`config.mk`:
```
export PLATFORM = sky130hd
export DESIGN_NAME = mem_access
export DESIGN_NICKNAME = d
export VERILOG_FILES = /design/src/rtl/mem_access.sv
export SDC_FILE = /design/constraint.sdc
export NUM_CORES = 1
export LEC_CHECK = 0
export ABC_AREA = 1
export BUFFER_PORTS_ARGS = -buffer_cell sky130_fd_sc_hd__buf_2
export CAP_MARGIN = 0
export CORE_AREA = 2 2 154 156
export CTS_BUF_LIST = sky130_fd_sc_hd__clkbuf_4
export DETAILED_ROUTE_END_ITERATION = 16
export DIE_AREA = 0 0 156 158
export HOLD_SLACK_MARGIN = 0.08
export PLACE_DENSITY_LB_ADDON = 0.25
export SLEW_MARGIN = 40
export SYNTH_ARGS = -nofsm -noshare
export SYNTH_HDL_FRONTEND = slang
export SYNTH_SLANG_ARGS = --single-unit
export TNS_END_PERCENT = 30
```
`constraint.sdc`:
```
create_clock -name clk -period 1.4 [get_ports clk]
set_clock_uncertainty 0.05 [all_clocks]
set_input_delay 0.14 -clock clk [delete_from_list [all_inputs] [get_ports clk]]
set_output_delay 0.14 -clock clk [all_outputs]
set_load 0.01 [all_outputs]
```
`src/rtl/mem_access.sv`:
```
// rtl/mem_access.sv - MEM stage load/store unit driving a registered big-endian data bus
//
// Ports:
//   clk, rst                  clock, synchronous active-high reset
//   stall[5:0]                pipeline stall vector, bit 4 holds the MEM stage
//   mem_rw, mem_wreg, mem_wdata, mem_whilo, mem_hi, mem_lo,
//   mem_aluop, mem_addr, mem_reg2   ex_mem register contents
//   wb_rw, wb_wreg, wb_wdata, wb_whilo, wb_hi, wb_lo   results to mem_wb
//   stallreq                  MEM-stage stall request
//   dbus_req, dbus_we, dbus_addr, dbus_sel, dbus_wdata   registered bus master outputs
//   dbus_rdata, dbus_ack      bus response
//   misalign                  current memory op is misaligned

module mem_access (
    input  logic        clk,
    input  logic        rst,
    input  logic [5:0]  stall,
    input  logic [4:0]  mem_rw,
    input  logic        mem_wreg,
    input  logic [31:0] mem_wdata,
    input  logic        mem_whilo,
    input  logic [31:0] mem_hi,
    input  logic [31:0] mem_lo,
    input  logic [7:0]  mem_aluop,
    input  logic [31:0] mem_addr,
    input  logic [31:0] mem_reg2,
    output logic [4:0]  wb_rw,
    output logic        wb_wreg,
    output logic [31:0] wb_wdata,
    output logic        wb_whilo,
    output logic [31:0] wb_hi,
    output logic [31:0] wb_lo,
    output logic        stallreq,
    output logic        dbus_req,
    output logic        dbus_we,
    output logic [31:0] dbus_addr,
    output logic [3:0]  dbus_sel,
    output logic [31:0] dbus_wdata,
    input  logic [31:0] dbus_rdata,
    input  logic        dbus_ack,
    output logic        misalign
);

    localparam logic [7:0] EXE_LB_OP  = 8'b1110_0000;
    localparam logic [7:0] EXE_LH_OP  = 8'b1110_0001;
    localparam logic [7:0] EXE_LW_OP  = 8'b1110_0011;
    localparam logic [7:0] EXE_LBU_OP = 8'b1110_0100;
    localparam logic [7:0] EXE_LHU_OP = 8'b1110_0101;
    localparam logic [7:0] EXE_SB_OP  = 8'b1110_1000;
    localparam logic [7:0] EXE_SH_OP  = 8'b1110_1001;
    localparam logic [7:0] EXE_SW_OP  = 8'b1110_1011;

    localparam logic [4:0] NOP_REG_ADDR = 5'b00000;

    localparam logic [1:0] SZ_BYTE = 2'd0;
    localparam logic [1:0] SZ_HALF = 2'd1;
    localparam logic [1:0] SZ_WORD = 2'd2;

    typedef enum logic [1:0] {
        S_IDLE = 2'd0,
        S_REQ  = 2'd1,
        S_DONE = 2'd2
    } state_t;

    state_t      state;
    state_t      state_n;

    logic        is_load;
    logic        is_store;
    logic        is_signed;
    logic [1:0]  size;
    logic        is_mem;
    logic        misaligned;
    logic        start;

    logic [3:0]  sel_c;
    logic [31:0] wdata_c;

    logic [31:0] rdata_q;
    logic [7:0]  byte_lane;
    logic [15:0] half_lane;
    logic [31:0] load_data;

    // Opcode decode
    always_comb begin
        is_load   = 1'b0;
        is_store  = 1'b0;
        is_signed = 1'b0;
        size      = SZ_WORD;
        case (mem_aluop)
            EXE_LB_OP:  begin is_load  = 1'b1; is_signed = 1'b1; size = SZ_BYTE; end
            EXE_LBU_OP: begin is_load  = 1'b1;                   size = SZ_BYTE; end
            EXE_LH_OP:  begin is_load  = 1'b1; is_signed = 1'b1; size = SZ_HALF; end
            EXE_LHU_OP: begin is_load  = 1'b1;                   size = SZ_HALF; end
            EXE_LW_OP:  begin is_load  = 1'b1;                   size = SZ_WORD; end
            EXE_SB_OP:  begin is_store = 1'b1;                   size = SZ_BYTE; end
            EXE_SH_OP:  begin is_store = 1'b1;                   size = SZ_HALF; end
            EXE_SW_OP:  begin is_store = 1'b1;                   size = SZ_WORD; end
            default:    begin is_load  = 1'b0; is_store = 1'b0; end
        endcase
    end

    assign is_mem     = is_load | is_store;
    assign misaligned = is_mem &&
                        (((size == SZ_HALF) && mem_addr[0]) ||
                         ((size == SZ_WORD) && (mem_addr[1:0] != 2'b00)));
    assign start      = is_mem && !misaligned;

    // Big-endian lane enables and store data replication for the next request
    always_comb begin
        sel_c   = 4'b1111;
        wdata_c = mem_reg2;
        case (size)
            SZ_BYTE: begin
                sel_c   = 4'b1000 >> mem_addr[1:0];
                wdata_c = {4{mem_reg2[7:0]}};
            end
            SZ_HALF: begin
                sel_c   = mem_addr[1] ? 4'b0011 : 4'b1100;
                wdata_c = {2{mem_reg2[15:0]}};
            end
            default: begin
                sel_c   = 4'b1111;
                wdata_c = mem_reg2;
            end
        endcase
    end

    // State register
    always_ff @(posedge clk) begin
        if (rst) begin
            state <= S_IDLE;
        end else begin
            state <= state_n;
        end
    end

    // Next-state logic
    always_comb begin
        state_n = state;
        case (state)
            S_IDLE: if (start)     state_n = S_REQ;
            S_REQ:  if (dbus_ack)  state_n = S_DONE;
            // The op stays parked here while a downstream stall holds MEM,
            // so the access is never issued twice.
            S_DONE: if (!stall[4]) state_n = S_IDLE;
            default:               state_n = S_IDLE;
        endcase
    end

    // Bus master registers and read-data capture
    always_ff @(posedge clk) begin
        if (rst) begin
            dbus_req   <= 1'b0;
            dbus_we    <= 1'b0;
            dbus_addr  <= 32'h0;
            dbus_sel   <= 4'h0;
            dbus_wdata <= 32'h0;
            rdata_q    <= 32'h0;
        end else begin
            case (state)
                S_IDLE: begin
                    if (start) begin
                        dbus_req   <= 1'b1;
                        dbus_we    <= is_store;
                        dbus_addr  <= {mem_addr[31:2], 2'b00};
                        dbus_sel   <= sel_c;
                        dbus_wdata <= wdata_c;
                    end
                end
                S_REQ: begin
                    if (dbus_ack) begin
                        dbus_req <= 1'b0;
                        rdata_q  <= dbus_rdata;
                    end
                end
                default: begin
                    dbus_req <= 1'b0;
                end
            endcase
        end
    end

    // Lane extraction from the captured word; the ex_mem inputs are still
    // held while in DONE, so the live address and opcode pick the lane.
    always_comb begin
        case (mem_addr[1:0])
            2'b00:   byte_lane = rdata_q[31:24];
            2'b01:   byte_lane = rdata_q[23:16];
            2'b10:   byte_lane = rdata_q[15:8];
            default: byte_lane = rdata_q[7:0];
        endcase
        half_lane = mem_addr[1] ? rdata_q[15:0] : rdata_q[31:16];
        case (size)
            SZ_BYTE: load_data = is_signed ? {{24{byte_lane[7]}}, byte_lane}
                                           : {24'h0, byte_lane};
            SZ_HALF: load_data = is_signed ? {{16{half_lane[15]}}, half_lane}
                                           : {16'h0, half_lane};
            default: load_data = rdata_q;
        endcase
    end

    // Write-back outputs, stall request and misalignment flag
    always_comb begin
        wb_rw    = mem_rw;
        wb_wreg  = mem_wreg;
        wb_wdata = mem_wdata;
        wb_whilo = mem_whilo;
        wb_hi    = mem_hi;
        wb_lo    = mem_lo;
        stallreq = 1'b0;
        misalign = 1'b0;

        if (rst) begin
            wb_rw    = NOP_REG_ADDR;
            wb_wreg  = 1'b0;
            wb_wdata = 32'h0;
            wb_whilo = 1'b0;
            wb_hi    = 32'h0;
            wb_lo    = 32'h0;
        end else begin
            case (state)
                S_IDLE: begin
                    if (misaligned) begin
                        misalign = 1'b1;
                        wb_wreg  = 1'b0;
                    end else if (start) begin
                        stallreq = 1'b1;
                    end
                end
                S_REQ: begin
                    stallreq = 1'b1;
                end
                S_DONE: begin
                    if (is_load) begin
                        wb_wdata = load_data;
                    end
                end
                default: begin
                    stallreq = 1'b0;
                end
            endcase
        end
    end

endmodule

```
==> flow_summary_export.csv <==
group,metric,value,unit
synthesis,synth_commonest_cells,"nor2_1, nand2_1, inv_1, dfxtp_1, o21ai_0",
finish,fin_nets,1684,
floorplanning,coreArea,0.0231,mm²
hold_path,hold_path_class,"in2reg",
global_routing,track_usage,0.195,
global_routing,antenna_found_initial,1,
drt,num_vias,7625,
clock_tree,cts_buffer_depth,2,
pwr,vdd_drop_max,0.000344,V
global_routing,overflow,0,
synthesis,synth_area_leader_cell,"dfxtp_1",
status,violations,"setup timing",
timing,fin_setup_tns,-24.12,ns
global_routing,busiest_layer,"met2",
timing,fmaxAchievable,486,MHz
drt,dr.first_iter.drc_count,415,
clock_tree,path_clk_slew,0.16,ns
setup_path,crit_arrival,1.87,ns
synthesis,synthFlopType,"dfxtp_1",
status,outcome,"complete, but fails checks",
pwr,p_total,6070,µW
synthesis,synth_cells,964,
pwr,switchingPower,1820,µW
place,dp_cells,1637,
finish,multiInputGateArea,0.00325,mm²
setup_path,cp-end-kind,"output port",
floorplanning,die-area,0.0246,mm²
timing,rsz0062_at_grt,"yes",
pwr,cell_internal_pwr,4250,µW
setup_path,crit_type,"reg2out",
place,placed_area,0.00842,mm²
timing,setup_slack,-0.656,ns
timing,period_share,1.47,
synthesis,yosysMostFrequentCell,"nor2_1",
drt,via_per_inst,4.32,
clock_tree,clk_latency,0.48,ns
place,io_buffers,383,
global_routing,grt_pass1_vias,7030,
floorplanning,row_count,56,
finish,layout-drive-gt1-share,0.381,
pwr,p_per_area,606,mW/mm²
timing,post-route-min-period,2.06,ns
drt,first_pass_iters,4,
clock_tree,cts_buffers,9,
synthesis,ys_types,22,
finish,seqCellArea,0.00205,mm²
pwr,leakage,0.00533,µW
floorplanning,start_util,0.252,
clock_tree,tritoncts,"yes",
synthesis,synth_area_per_cell,6.02,µm²
synthesis,synth_edf_count,0,
finish,final_cells,1764,
drt,remaining_drc_errors,0,
clock_tree,root_buffer,"clkbuf_4",
finish,postLayoutCellArea,0.0100,mm²
global_routing,grt_pass1_wl,37200,µm
floorplanning,ios,391,
synthesis,synth_top_cell_area_share,0.352,
pwr,p_sw_frac,0.300,
pwr,clockPowerShare,0.287,
synthesis,ys_seq_elements,102,
synthesis,yosysWarningCount,0,
setup_path,worstPathMaxFanout,7,
global_routing,use_met1,0.236,
setup_path,start_kind,"flip-flop",
clock_tree,clkSinkCount,102,
timing,timing_hold_violations_final,0,
drt,wire_per_inst,14.6,µm
global_routing,use_met2,0.350,
global_routing,grt_max_degree,91,
global_routing,grt_use_met3,0.0339,
finish,fillers,2458,
synthesis,yosysSeqAreaShare,0.352,
drt,antenna_left,0,
drt,wl,25700,µm
synthesis,synthTopCellsByArea,"dfxtp_1, nor2_1, nand2_1, inv_1, o21ai_0",
finish,syn_to_final_growth,72.7,%
place,place_congestion,0.843,
synthesis,synth_async_sr_flop_share,0,
floorplanning,fp.dieH,158,µm
floorplanning,die_x,156,µm
timing,finalMaxSlewViolations,0,
pwr,combPwrFrac,0.229,
setup_path,worstPathRequired,1.21,ns
run,cap_violations,0,
synthesis,syn_area,0.00581,mm²
clock_tree,h-tree-depth,3,
pwr,seqPwrFrac,0.484,
place,dp_hpwl,19500,µm
timing,finalSetupViolCount,87,
metrics by stage:
step                setup WS (ns)   util  hold slack (ns)
finish                     -0.656  0.435            0.120
detailed placement         -0.443  0.365            0.339
floorplan                 -0.0168      -            0.233
CTS                        -0.731  0.421           0.0965
global route               -0.800  0.435            0.120
global placement           -0.403  0.365            0.328
final timing paths:
check	endpoint	depth (start not counted)	startpoint	slack, ns
worst max-delay path	wb_wdata[21]	10	rdata_q[31]$_SDFFE_PP0P_	-0.66
worst min-delay path	rdata_q[31]$_SDFFE_PP0P_	5	rst	0.12
worst max register to register	dbus_addr[7]$_SDFFE_PP0P_	9	state[1]$_SDFFE_PP0P_	-0.13
worst min register to register	rdata_q[5]$_SDFFE_PP0P_	2	rdata_q[5]$_SDFFE_PP0P_	0.44
critical path, stage by stage (launching register included):
cell and delay (ns):
dfxtp_2 0.36, inv_2 0.04, o21ai_2 0.12, nand2_1 0.08
nand2_2 0.09, nand3_4 0.10, nand3_4 0.12, clkbuf_16 0.18
nand2_2 0.06, a21oi_2 0.11, buf_2 0.13
power groups by stage:
| stage | Sequential [µW] | Clock (µW) | Combinational [µW] |
|---|---|---|---|
| after floorplan | 3010 | 0 | 498 |
| after global placement | 3000 | 0 | 1140 |
| after detailed placement | 3000 | 0 | 1140 |
| after CTS | 2940 | 1810 | 1380 |
| after global routing | 2940 | 1910 | 1530 |
| final | 2940 | 1750 | 1390 |
layout make-up:
| cell class | count | share of cell area |
|---|---|---|
| flip-flops and latches | 102 | 0.204 |
| multi-input cells | 663 | 0.324 |
| repair inverters | 1 | 0.000749 |
| repair buffers | 550 | 0.365 |
| clock buffers | 10 | 0.00749 |
| clock inverters | 6 | 0.00774 |
| diodes | 1 | 0.000250 |
| inverters | 141 | 0.0548 |
| well taps | 290 | 0.0362 |
state kept, by name (all words and copies together), names as in the netlist:
name        flops
dbus_we         1
dbus_addr      30
dbus_sel        4
state           2
rdata_q        32
dbus_req        1
dbus_wdata     32
layout by cell type (no fill, tap or decap), types with 2 or more instances in the layout:
cell,netlist,final
conb_1,1,2
o21ai_1,3,12
nor2_2,1,17
nand2_1,174,153
nor2_4,0,3
dlygate4sd3_1,0,96
o21bai_1,49,47
o21ai_2,0,7
inv_6,0,4
a21oi_1,56,35
buf_12,0,12
buf_2,13,379
nand3_4,0,2
o21bai_4,0,2
buf_4,3,48
nand3_1,23,22
dfxtp_2,0,4
inv_2,4,5
o22ai_1,2,2
dfxtp_1,102,98
clkinv_8,0,2
clkbuf_16,0,2
o21ai_0,91,75
buf_6,6,11
nand2_2,2,17
nand2_4,0,6
clkbuf_4,0,10
nand3_2,3,2
inv_1,137,133
nor2_1,254,235
a21oi_2,0,21
timing repair:
item | in CTS | in global routing
pin swaps | 14 | 30
endpoints found under the hold margin | 98 | 0
hold buffers | 97 | 0
endpoints found under the setup margin | 74 | 114
cloned | 2 | 2
gates resized for setup | 39 | 78
buffers inserted | 5 | 4
layer usage:
layer | up-vias | share of wire
li1 | 3963 | -
met1 | 3370 | 0.42
met5 | - | 0
met4 | 0 | 0.021
met2 | 255 | 0.51
met3 | 37 | 0.054
cells by family (layout without fill, tap and decap cells):
group	Yosys count	after routing	synth area share
AND/OR/NAND/NOR	459	459	0.308
flip-flops	102	102	0.352
buffers and inverters	200	708	0.142
other	1	3	0.000646
AO/OA/AOI/OAI	202	202	0.198
No activity file was read; power rests on OpenSTA's default activity.
